### config.mk
export PLATFORM = sky130hd
export DESIGN_NAME = pipeline_stage_buffer
export DESIGN_NICKNAME = d
export VERILOG_FILES = /design/src/rtl/pipeline_pkg.sv /design/src/rtl/pipeline_stage_regfile.sv /design/src/rtl/pipeline_stage_buffer.sv
export SDC_FILE = /design/constraint.sdc
export NUM_CORES = 1
export LEC_CHECK = 0
export ABC_AREA = 1
export CAP_MARGIN = 20
export CORE_MARGIN = 4
export CORE_UTILIZATION = 49
export DETAILED_ROUTE_END_ITERATION = 6
export PLACE_DENSITY = 0.8
export SETUP_SLACK_MARGIN = 0.02
export SLEW_MARGIN = 20
export SYNTH_ARGS = -nofsm -noshare
export SYNTH_HDL_FRONTEND = slang
export SYNTH_HIERARCHICAL = 1
export SYNTH_SLANG_ARGS = --single-unit
### constraint.sdc
create_clock -name clk -period 3.2 [get_ports clk]
set_input_delay 0.48 -clock clk [delete_from_list [all_inputs] [get_ports clk]]
set_output_delay 0.48 -clock clk [all_outputs]
set_load 0.005 [all_outputs]
### src/rtl/pipeline_pkg.sv
`default_nettype none
// ============================================================================
//  Module   : pipeline_pkg
//  Purpose  : Shared constants and helper functions for the inter-stage
//             pipeline buffers of the out-of-order core.
//             - DEF_WIDTH / DEF_DEPTH : default payload width and entry count
//             - occ_width()           : bit width needed to hold 0..depth
//             - ptr_next()            : circular pointer increment with wrap
//  Revision : 1.0 - initial release
// ============================================================================
package pipeline_pkg;

   localparam int DEF_WIDTH = 32;
   localparam int DEF_DEPTH = 2;

   // Width of a counter that must represent every value 0..depth inclusive.
   function automatic int occ_width(input int depth);
      return $clog2(depth + 1);
   endfunction

   // Advance a pointer in 0..depth-1. The wrap is an explicit compare so a
   // non-power-of-two depth never visits the unused addresses.
   function automatic int unsigned ptr_next(input int unsigned ptr,
                                            input int unsigned depth);
      return (ptr == depth - 1) ? 32'd0 : ptr + 32'd1;
   endfunction

endpackage : pipeline_pkg
`default_nettype wire

### src/rtl/pipeline_stage_regfile.sv
`default_nettype none
// ============================================================================
//  Module   : pipeline_stage_regfile
//  Purpose  : DEPTH x WIDTH storage array for pipeline_stage_buffer.
//             One synchronous write port, one combinational read port.
//             No reset: contents are only meaningful where the owning control
//             logic says an entry is valid.
//  Ports    : clk        - clock, rising edge
//             wr_en_i    - write strobe
//             wr_addr_i  - write address (0..DEPTH-1)
//             wr_data_i  - write payload
//             rd_addr_i  - read address (0..DEPTH-1)
//             rd_data_o  - read payload (combinational)
//  Revision : 1.0 - initial release
// ============================================================================
module pipeline_stage_regfile #(
   parameter int WIDTH = 32,
   parameter int DEPTH = 2,
   parameter int PW    = (DEPTH > 1) ? $clog2(DEPTH) : 1
) (
   input  logic             clk,
   input  logic             wr_en_i,
   input  logic [PW-1:0]    wr_addr_i,
   input  logic [WIDTH-1:0] wr_data_i,
   input  logic [PW-1:0]    rd_addr_i,
   output logic [WIDTH-1:0] rd_data_o
);

   logic [WIDTH-1:0] mem_q [DEPTH];

   always_ff @(posedge clk) begin
      if (wr_en_i) begin
         mem_q[wr_addr_i] <= wr_data_i;
      end
   end

   assign rd_data_o = mem_q[rd_addr_i];

endmodule : pipeline_stage_regfile
`default_nettype wire

### src/rtl/pipeline_stage_buffer.sv
`default_nettype none
// ============================================================================
//  Module   : pipeline_stage_buffer
//  Purpose  : Valid/ready elastic buffer placed between two core stages.
//             DEPTH-entry circular buffer; in_ready depends on registered
//             state, flush and reset only, so no combinational ready path
//             crosses the stage. Flush empties the buffer; bubbles present
//             all-zero data.
//  Macro    : PIPELINE_STAGE_FLUSH_DELAY_EN - when defined, the effective
//             flush is stretched by one registered cycle after flush drops.
//  Ports    : clk       - clock, rising edge
//             rst       - asynchronous reset, active low
//             flush     - synchronous discard of all entries
//             in_valid  / in_ready  / in_data   - upstream handshake
//             out_valid / out_ready / out_data  - downstream handshake
//             occupancy - current entry count (0..DEPTH)
//  Revision : 1.0 - initial release
// ============================================================================
module pipeline_stage_buffer
   import pipeline_pkg::*;
#(
   parameter  int WIDTH = DEF_WIDTH,
   parameter  int DEPTH = DEF_DEPTH,
   localparam int CW    = occ_width(DEPTH)
) (
   input  logic             clk,
   input  logic             rst,
   input  logic             flush,
   input  logic             in_valid,
   output logic             in_ready,
   input  logic [WIDTH-1:0] in_data,
   output logic             out_valid,
   input  logic             out_ready,
   output logic [WIDTH-1:0] out_data,
   output logic [CW-1:0]    occupancy
);

   localparam int            PW      = (DEPTH > 1) ? $clog2(DEPTH) : 1;
   localparam logic [CW-1:0] DEPTH_C = CW'(DEPTH);

   logic [CW-1:0]    count_q,  count_d;
   logic [PW-1:0]    wr_ptr_q, wr_ptr_d;
   logic [PW-1:0]    rd_ptr_q, rd_ptr_d;
   logic             flush_eff;
   logic             push;
   logic             pop;
   logic [WIDTH-1:0] rd_data;

   // ------------------------------------------------------------------------
   // Effective flush
   // ------------------------------------------------------------------------
`ifdef PIPELINE_STAGE_FLUSH_DELAY_EN
   logic flush_q;

   // Extra cycle of suppression covers wrong-path data from a 2-cycle redirect.
   always_ff @(posedge clk or negedge rst) begin
      if (!rst) begin
         flush_q <= 1'b0;
      end else begin
         flush_q <= flush;
      end
   end

   assign flush_eff = flush | flush_q;
`else
   assign flush_eff = flush;
`endif

   // ------------------------------------------------------------------------
   // Handshake
   // ------------------------------------------------------------------------
   // rst is folded in so upstream sees "not ready" for the whole reset window.
   assign in_ready  = (count_q < DEPTH_C) & ~flush_eff & rst;
   assign out_valid = (count_q != '0) & ~flush_eff;
   assign push      = in_valid & in_ready;
   assign pop       = out_valid & out_ready;
   assign out_data  = out_valid ? rd_data : '0;
   assign occupancy = count_q;

   // ------------------------------------------------------------------------
   // Next-state
   // ------------------------------------------------------------------------
   always_comb begin
      count_d  = count_q;
      wr_ptr_d = wr_ptr_q;
      rd_ptr_d = rd_ptr_q;
      if (flush_eff) begin
         count_d  = '0;
         wr_ptr_d = '0;
         rd_ptr_d = '0;
      end else begin
         if (push) begin
            wr_ptr_d = PW'(ptr_next(32'(wr_ptr_q), DEPTH));
         end
         if (pop) begin
            rd_ptr_d = PW'(ptr_next(32'(rd_ptr_q), DEPTH));
         end
         unique case ({push, pop})
            2'b10:   count_d = count_q + 1'b1;
            2'b01:   count_d = count_q - 1'b1;
            default: count_d = count_q;
         endcase
      end
   end

   always_ff @(posedge clk or negedge rst) begin
      if (!rst) begin
         count_q  <= '0;
         wr_ptr_q <= '0;
         rd_ptr_q <= '0;
      end else begin
         count_q  <= count_d;
         wr_ptr_q <= wr_ptr_d;
         rd_ptr_q <= rd_ptr_d;
      end
   end

   // ------------------------------------------------------------------------
   // Storage
   // ------------------------------------------------------------------------
   pipeline_stage_regfile #(
      .WIDTH (WIDTH),
      .DEPTH (DEPTH),
      .PW    (PW)
   ) u_regfile (
      .clk       (clk),
      .wr_en_i   (push),
      .wr_addr_i (wr_ptr_q),
      .wr_data_i (in_data),
      .rd_addr_i (rd_ptr_q),
      .rd_data_o (rd_data)
   );

endmodule : pipeline_stage_buffer
`default_nettype wire

==> results.md <==
- Clock Sinks: about 70
- Num CTS Buffers: 9
- DRC viols: 0
- Worst r2r dst: u_regfile/mem_q[0][30]
- R2R depth: 6
- Fin Clk Skew: between 5 and 6 ps
- Crit path DAT: 2230 ps
- Clock share of power: 0.338
- Slew HR: 0.4815
- Fin crit share: 0.8456
- Syn nets: about 310
- Gr ovfl total: 0
- Post-CTS setup buffers: 0
- Worst skew pair latency: 330 ps
- ANT cells: 0
- Place WS: slightly below 600 ps
- Io pins: 73
- Synth Instances: about 280
- CTS Hold Buffers Added: 0
- Setup Crit Path Kind: reg -> out
- Leading area contributor after synthesis: edfxtp_1
- Post-route ant nets: 0
- Yosys top cell area share: 0.6528
- Detailed-router iteration count before antenna repair: 4
- Worst hold path class: in -> async
- Per-cell routed wire length: between 10 and 15 µm
- Switching Share: 0.2396
- Initial drt markers: between 70 and 80
- Register area share after synthesis: 0.6868
- Clock tree buffer depth: 2
- Syn-to-layout area delta: 33.19%
- Run status: finished clean
- Post-CTS sizing: 0
- Final hold vios: 0
- CTS tree: done
- Vias in the first global route: between 1500 and 2000
- Reg2reg start: occupancy[1]
- Synth area leaders: edfxtp_1, nand2_1, inv_1
- Crit-path max FO: 19
- Die height: 85.52 µm
- First-pass GRT wire length: just under 9 mm
- Combinational power share: 0.181
- Largest net degree at the start of global routing: 34
- Flop pwr share: 0.480
- Vias: 1991
- Final net count: ~390
- Yosys warnings: 6
- WL final: roughly 5.4 mm
- Max Freq: 369.6 MHz
- Initial core utilization: 0.5187
- CTS root buf: clkbuf_8
- Clock Pin Slew Worst Setup and Hold Paths: 70 ps
- Leakage power: about 1.7 nW
- CTS H-tree depth: 3
- Pwr Density: about 550 nW/µm²
- Total die area: about 7300 µm²
- Max cap viols: 0
- Synthesized flop and latch total: about 70
- Synth unique cells: 20
- CP required: roughly 2700 ps
- Layout cells sized above 1: 0.09749
- Tot GR Track Use: 0.1616
- Final core utilization: 0.6909
- Startpoint types: flop
- RSZ-0062 raised after global routing: false
- Die Width: 85.52 µm
- Endpoints failing setup: 0
- GP Congestion: about 0.80
- Syn Area/Cell: roughly 11 µm²
- Power, Total: ~2.1 mW
- Internal Power: roughly 1.6 mW
- Detailed placement HPWL: 3.564 mm
- Synthesized area: ~3000 µm²
- Port Buffers: 72
- Crit path time final: approximately 2700 ps
- VDD IR-drop max: between 0.2 and 0.3 mV
- Worst Setup End Kind: output port
- Net switching power: a little over 0.5 mW
- Initial antenna violation count: 0
- Core Region: 5675 µm²
- # rows: 27
- Flop2flop setup slack: ~1300 ps
- Final TNS setup: 0 ps
- Least-Margin Pin Slew: around 800 ps
- Setup WS post-layout: roughly 490 ps
- Final slew viol count: 0
- Via/cell ratio: between 4 and 5
-- kinds of logic (layout without fill, tap and decap cells) --
group | count (synthesis) | in the layout | synth area share
AO/OA/AOI/OAI | 3 | 3 | 0.005095
flip-flops | 68 | 68 | 0.6868
buffers and inverters | 52 | 135 | 0.09349
AND/OR/NAND/NOR | 151 | 151 | 0.2087
XOR/XNOR | 2 | 2 | 0.005951
-- critical path, stage by stage (launching register included) --
cell and delay (ps):
dfrtp_1 850, buf_12 240, nand2_1 60, nand2_1 70
inv_1 50, nor2_1 110, clkdlybuf4s50_1 520
-- cell type report --
class	count	area, µm²
Sequential cell	68	2022
Fill cell	417	1754
Timing Repair Buffer	77	783.3
Multi-Input combinational cell	156	654.4
Inverter	42	165.2
Clock buffer	10	127.6
Tap cell	72	90.09
Clock inverter	6	78.83
-- state kept, by name, indices dropped and copies added, names as in the netlist --
name             count
rd_ptr_q             1
u_regfile/mem_q     64
wr_ptr_q             1
occupancy            2
-- synthesized netlist by cell type --
cell type	number
nand3_2	1
nand3b_1	1
edfxtp_1	64
clkbuf_8	3
buf_6	3
o21ai_0	1
inv_1	40
o21ai_1	1
nor2_2	1
dfrtp_1	4
nand3_1	4
buf_2	3
clkinv_1	1
nand2_2	12
a21oi_1	1
inv_8	1
nor2_1	35
xor2_1	2
buf_12	1
nand2_1	97
-- worst max-delay path by stage --
stage	start	end	slack, ps	cells after the start
after floorplan	flush	u_regfile/mem_q[0][0]	590	5
after global placement	flush	out_data[29]	630	6
after detailed placement	flush	out_data[14]	580	6
after CTS	rd_ptr_q	out_data[18]	460	6
after global routing	rd_ptr_q	out_data[29]	350	6
final	rd_ptr_q	out_data[18]	490	6
-- stage by stage --
stage	hold slack, ps	area (µm²)	cells
after floorplan	184.4	2944	276
after global placement	602.6	3715	415
after detailed placement	589.2	3715	415
after CTS	374.4	3921	431
after global routing	379.8	3921	431
final	387.2	3921	431
-- power groups by stage --
stage | registers [mW] | logic, mW | clock network, mW
after floorplan | 1.03 | 0.236 | 0
after global placement | 1.05 | 0.385 | 0
after detailed placement | 1.05 | 0.394 | 0
after CTS | 1.03 | 0.395 | 0.740
after global routing | 1.03 | 0.437 | 0.778
final | 1.03 | 0.389 | 0.725
-- per-layer routing --
metal / up-vias / GRT usage / wire [µm]
met5: - / 0 / 0
met4: 0 / 0.09065 / 81
met3: 8 / 0.03650 / 336
met2: 65 / 0.2726 / 2696
met1: 902 / 0.1905 / 2327
li1: 1016 / - / -
-- cell usage in the layout (no fill, tap or decap) --
master           Yosys  layout
nor2_2               1       1
buf_12               1       2
clkbuf_8             3       9
nand3_1              4       4
a21oi_1              1       1
nor2_1              35      34
nand2_1             97      97
nand3_2              1       1
nand3b_1             1       1
clkbuf_1             0       1
nand2_2             12      12
edfxtp_1            64      64
clkdlybuf4s50_1      0      72
dfrtp_1              4       4
xor2_1               2       2
o21ai_1              1       1
buf_4                0       3
inv_8                1       1
clkinv_1             1       2
bufinv_16            0       2
o21ai_0              1       1
clkinv_2             0       3
nor2_4               0       1
inv_1               40      40
Note: power is estimated with default switching activity, not from simulation.
